File: src/rtl/mult_pipe_gznk.sv
// Pipelined multiplier: operands captured on the accepting edge, then LAT stages each retire
// WIDTH/LAT multiplier bits into a running partial sum; the last stage is the output register.
module mult_pipe_gznk #(
  parameter int WIDTH = 32,
  parameter int LAT   = 4,
  parameter int USR   = 5
) (
  input  logic             clock,
  input  logic             reset,
  input  logic             io_stop,
  input  logic             io_flush,
  input  logic             io_in_en,
  input  logic [WIDTH-1:0] io_in1,
  input  logic [WIDTH-1:0] io_in2,
  input  logic             io_sign1,
  input  logic             io_sign2,
  input  logic [USR-1:0]   io_in_usr,
  output logic [WIDTH-1:0] io_result_l,
  output logic [WIDTH-1:0] io_result_h,
  output logic [USR-1:0]   io_out_usr,
  output logic             io_out_en
);

  localparam int CH = WIDTH / LAT;
  localparam int PW = 2 * WIDTH;

  logic             in_vld_q;
  logic [WIDTH-1:0] in_a_q;
  logic [WIDTH-1:0] in_b_q;
  logic             in_s1_q;
  logic             in_s2_q;
  logic [USR-1:0]   in_usr_q;

  // Flush wins over stall; a stall ignores io_in_en entirely.
  always_ff @(posedge clock or negedge reset) begin
    if (!reset) begin
      in_vld_q <= 1'b0;
      in_a_q   <= '0;
      in_b_q   <= '0;
      in_s1_q  <= 1'b0;
      in_s2_q  <= 1'b0;
      in_usr_q <= '0;
    end else if (io_flush) begin
      in_vld_q <= 1'b0;
    end else if (!io_stop) begin
      in_vld_q <= io_in_en;
      in_a_q   <= io_in1;
      in_b_q   <= io_in2;
      in_s1_q  <= io_sign1;
      in_s2_q  <= io_sign2;
      in_usr_q <= io_in_usr;
    end
  end

  logic [LAT-1:0]   src_vld;
  logic             src_s1  [LAT];
  logic             src_s2  [LAT];
  logic [WIDTH-1:0] src_a   [LAT];
  logic [WIDTH-1:0] src_b   [LAT];
  logic [USR-1:0]   src_usr [LAT];
  logic [PW-1:0]    src_acc [LAT];
  logic [PW-1:0]    a_ext   [LAT];
  logic [PW-1:0]    corr    [LAT];
  logic [PW-1:0]    nxt_acc [LAT];

  logic [LAT-1:0]   st_vld;
  logic             st_s1   [LAT];
  logic             st_s2   [LAT];
  logic [WIDTH-1:0] st_a    [LAT];
  logic [WIDTH-1:0] st_b    [LAT];
  logic [USR-1:0]   st_usr  [LAT];
  logic [PW-1:0]    st_acc  [LAT];

  for (genvar k = 0; k < LAT; k++) begin : g_stage
    if (k == 0) begin : g_src
      assign src_vld[k] = in_vld_q;
      assign src_s1[k]  = in_s1_q;
      assign src_s2[k]  = in_s2_q;
      assign src_a[k]   = in_a_q;
      assign src_b[k]   = in_b_q;
      assign src_usr[k] = in_usr_q;
      assign src_acc[k] = '0;
    end else begin : g_src
      assign src_vld[k] = st_vld[k-1];
      assign src_s1[k]  = st_s1[k-1];
      assign src_s2[k]  = st_s2[k-1];
      assign src_a[k]   = st_a[k-1];
      assign src_b[k]   = st_b[k-1];
      assign src_usr[k] = st_usr[k-1];
      assign src_acc[k] = st_acc[k-1];
    end

    assign a_ext[k] = {{WIDTH{src_s1[k] & src_a[k][WIDTH-1]}}, src_a[k]};

    // Chunks treat the multiplier as unsigned; a negative multiplier weighs -2^WIDTH more,
    // which the last stage folds in as a subtraction of the shifted multiplicand.
    if (k == LAT - 1) begin : g_corr
      assign corr[k] = (src_s2[k] && src_b[k][WIDTH-1]) ?
                       ({PW{1'b0}} - (a_ext[k] << WIDTH)) : '0;
    end else begin : g_corr
      assign corr[k] = '0;
    end

    assign nxt_acc[k] = src_acc[k] + corr[k] +
                        ((a_ext[k] * PW'(src_b[k][k*CH +: CH])) << (k * CH));
  end

  // Output stage data only moves on a real completion so it holds the last delivered result.
  always_ff @(posedge clock or negedge reset) begin
    if (!reset) begin
      st_vld <= '0;
      for (int k = 0; k < LAT; k++) begin
        st_s1[k]  <= 1'b0;
        st_s2[k]  <= 1'b0;
        st_a[k]   <= '0;
        st_b[k]   <= '0;
        st_usr[k] <= '0;
        st_acc[k] <= '0;
      end
    end else if (io_flush) begin
      st_vld <= '0;
    end else if (!io_stop) begin
      st_vld <= src_vld;
      for (int k = 0; k < LAT; k++) begin
        st_s1[k] <= src_s1[k];
        st_s2[k] <= src_s2[k];
        st_a[k]  <= src_a[k];
        st_b[k]  <= src_b[k];
        if (k < LAT - 1 || src_vld[k]) begin
          st_usr[k] <= src_usr[k];
          st_acc[k] <= nxt_acc[k];
        end
      end
    end
  end

  assign io_out_en   = st_vld[LAT-1];
  assign io_result_l = st_acc[LAT-1][WIDTH-1:0];
  assign io_result_h = st_acc[LAT-1][PW-1:WIDTH];
  assign io_out_usr  = st_usr[LAT-1];

endmodule

File: config.mk
export PLATFORM = sky130hd
export DESIGN_NAME = mult_pipe_gznk
export DESIGN_NICKNAME = d
export VERILOG_FILES = /design/src/rtl/mult_pipe_gznk.sv
export SDC_FILE = /design/constraint.sdc
export NUM_CORES = 2
export LEC_CHECK = 0
export BUFFER_PORTS_ARGS = -buffer_cell sky130_fd_sc_hd__buf_2
export CORE_UTILIZATION = 30
export DETAILED_ROUTE_END_ITERATION = 16
export PLACE_DENSITY = 0.4
export SLEW_MARGIN = 20
export SYNTH_ARGS = -nofsm -noshare
export SYNTH_HDL_FRONTEND = slang
export SYNTH_SLANG_ARGS = --single-unit
File: constraint.sdc
create_clock -name clock -period 12.5 [get_ports clock]
set_input_delay 0 -clock clock [delete_from_list [all_inputs] [get_ports clock]]
set_output_delay 0 -clock clock [all_outputs]
set_load 0.1 [all_outputs]
==> run summary <==
Yosys
* post-synthesis average cell area: 8.544 um2
* most area-hungry cell type in the Yosys netlist: fa_1
* Mapped Cells: 7224
* net count after synthesis: 8612
* sequential area share after synthesis: 19.46%
* post-synth cell types: 98
* number of enable-type register cells in the synthesized netlist: 0
* Yosys reg bits: 480
* top cells by area in the synthesized netlist: fa_1 (27%), dfrtp_1 (19%), nand2_1 (9.6%), ha_1 (9.5%), inv_1 (6.8%)
* most used flip-flop cell after synthesis: dfrtp_1
* post-synth design cell area: 61720 um2
* count of warnings emitted by yosys: 0
* portion of synthesized cell area occupied by the leading cell type: 27.41%
* share of flip-flops with an asynchronous set or reset after synthesis: 100.0%

Place
* post-placement cell count: 9738
* number of I/O port buffers: 145
* placer's final routability congestion estimate: 0.8215
* half-perimeter wire length after placement: 136400 um

Floorplanning
* width of the die: 455.6 um
* overall die area: 207600 um2
* Core Rows: 166
* starting density of the core: 30.17%
* core footprint: 204600 um2
* I/O pin count: 146
* Die Span Y: 455.6 um

Cells and area
* share of cells above drive strength 1: 5.160%
* synth-to-layout area growth: 10.40%
* final net count: 8620
* final std cells w/o fill: 9977
* Layout Utilization: 33.31%

Critical path
* Setup Crit Path Kind: reg2reg
* Critical-path top delay cell: nor4_1
* Worst EP required: 13100 ps
* WP data arrival: 9230 ps
* biggest fanout along the worst timing path: 27
* crit end category: flop
* startpoint type of the worst setup path: flop
* most common cell type on the critical path: fa_1
* largest stage delay on the critical path: 600 ps

Power and ir drop
* pwr dens: 206.6 nW/um2
* total power of the final layout: 14080 uW
* static leakage: 0.03626 uW
* IR drop worst, VDD: 0.1115 mV

Global route
* wire length of the first global-routing pass: 279900 um
* remaining global-route overflow: 0
* GRT Total Usage: 16.87%
* antenna violations before repair: 0
* maximum number of pins on one net before global-route repair: 194
* number of global-route vias before repair: 48950

Timing
* final worst path period share: 69.05%
* pins over their slew limit: 0
* maximum operating frequency: 0.1159 GHz
* final hold violation count: 0
* setup TNS: 0 ps
* RSZ-0062 raised after global routing: false
* Worst Skew: 34.24 ps
* final period demand of the worst path: 8631 ps
* transition time at the pin with the least slew margin: 1064 ps
* number of setup violations in the final report: 0
* relative slew slack: 28.88%
* hold slack: 65.87 ps

Clock tree
* Max Root-Sink Buffers: 3
* clock network latency to the later pin of the worst-skew pair: 680 ps
* Clock H-tree levels: 3
* CTS tree: yes
* Clock transition at path regs: 60 ps
* clock root buffer: clkbuf_16
* number of buffers inserted to repair setup after CTS: 0
* number of buffers inserted during clock tree synthesis: 69
* number of clock sinks: 480
* CTS resizes: 0

Flow run
* count of max-cap constraint violations: 0

Detailed routing
* number of vias per cell after detailed routing: 4.593
* total wire length after detailed routing: 173100 um
* violation count after the first detailed-route iteration: 1912
* first drt pass iteration count: 8
* wire per inst: 17.35 um
* number of remaining DRC errors: 0
* antenna-violating nets left: 0
* total via count after detailed routing: 45820

Hold path
* worst min-delay path category: in2reg

Status
* result of the run: completed

Yosys cell counts (5+ instances only):
cell / instances
ha_1: 467
nor4_1: 10
a21o_1: 128
mux2i_1: 6
nand4_1: 26
nor2_1: 173
buf_4: 56
buf_1: 6
o41ai_1: 5
a21oi_1: 255
a21oi_2: 5
a211oi_1: 30
inv_1: 1122
a31oi_1: 24
o21bai_1: 35
xor2_1: 115
nand2b_1: 26
nor2b_1: 21
or2_2: 8
fa_1: 845
a31o_2: 16
and4_1: 7
o21a_1: 30
and2_1: 648
o211ai_1: 16
clkbuf_1: 296
and3_1: 37
or3_1: 12
nor3b_1: 11
a221oi_1: 11
nand3b_1: 5
o2111ai_1: 5
nor3_1: 55
o21ai_0: 262
o31ai_1: 20
clkbuf_2: 8
xnor2_1: 160
nand3_1: 74
dfrtp_1: 480
nand2_1: 1585
o21ai_1: 8
a211o_1: 8
path summary, 6_finish.rpt:
kind                            from      endpoint  slack [ps]  cells after the start
max                        src_b[74]  src_acc[111]        3870                     29
min                        io_in2[2]     in_b_q[2]          70                      4
max reg2reg                src_b[74]  src_acc[111]        3870                     29
min reg2reg                src_b[94]     src_b[62]         450                      2
max in group asynchronous      reset     src_b[31]       10820                      4
min in group asynchronous      reset    a_ext[159]          80                      3
worst max-delay path: cells and delay by family, from the launching register on:
| kind | cells | cell delay [ps] |
|---|---|---|
| adders and majority gates | 6 | 2810 |
| AOI/OAI and AO/OA | 9 | 2510 |
| and+or+nand+nor | 10 | 2130 |
| buffers and inverters | 4 | 540 |
| DFF | 1 | 520 |
power breakdown:
group	internal [uW]	leakage (uW)	switching, uW	total (uW)
registers	1950	0.00616	665	2620
clock network	1260	0.00115	821	2080
logic	3660	0.0290	5720	9380
total	6870	0.0363	7210	14100
stage by stage:
| stage | instance area [um2] | worst slack, ps |
|---|---|---|
| 4_1_cts | 68140 | 3735 |
| 3_5_place_dp | 64650 | 3817 |
| 5_1_grt | 68140 | 3278 |
| 3_3_place_gp | 64650 | 3912 |
| 2_1_floorplan | 61720 | 5020 |
| 6_report | 68140 | 3869 |
layout make-up:
cell class	count	area, um2
diodes	2	5.005
clock buffers	97	1952
clock inverters	29	405.4
fillers	21670	136400
inverters	1122	4212
multi-input cells	5254	43910
flip-flops and latches	480	12020
well taps	2688	3363
repair buffers	305	2282
flip-flops by register name (all words and copies together), names as in the netlist:
signal and cells:
a_ext 96, in_a_q 32, in_b_q 32, in_s1_q 1, in_s2_q 1, in_usr_q 5
in_vld_q 1, io_out_usr 5, io_result_h 32, io_result_l 32, src_acc 170, src_b 48
src_s1 3, src_s2 3, src_usr 15, st_vld 4
logic make-up (layout without fill, tap and decap cells):
kind of cell               Yosys count  count (layout)  share of synthesized area [%]
and+or+nand+nor                   2720            2720                          20.38
buffers and inverters             1490            1553                          9.432
adders and majority gates         1312            1312                          36.87
AOI/OAI and AO/OA                  938             938                          9.765
DFF                                480             480                          19.46
xor gates and xnor gates           277             277                          3.975
muxes                                7               7                         0.1155
other                                0               2                              0
cell usage in the layout, fill, tap and decap left out, types with 35 or more instances in the layout:
cell type,count
ha_1,467
xor2_1,115
fa_1,845
dlygate4sd3_1,110
inv_1,1122
clkbuf_16,69
o21bai_1,35
and2_1,647
buf_4,45
nor3_1,55
buf_2,144
a21o_1,128
dfrtp_1,477
nor2_1,172
xnor2_1,160
a21oi_1,255
and3_1,37
nand3_1,74
o21ai_0,262
nand2_1,1584
timing repair:
item / 4_1_cts / 5_1_grt
hold buffers: 111 / 0
setup endpoints to repair: 0 / 0
hold endpoints to repair: 162 / 0
routing by layer:
metal	up-vias	track usage (%)	part of all wire (%)
met1	22780	23.63	49
met4	0	3.489	1.9
met2	445	28.12	47
met5	-	0	0
li1	22440	-	-
met3	156	1.617	2.1
Power figures use the tool's default switching activity.
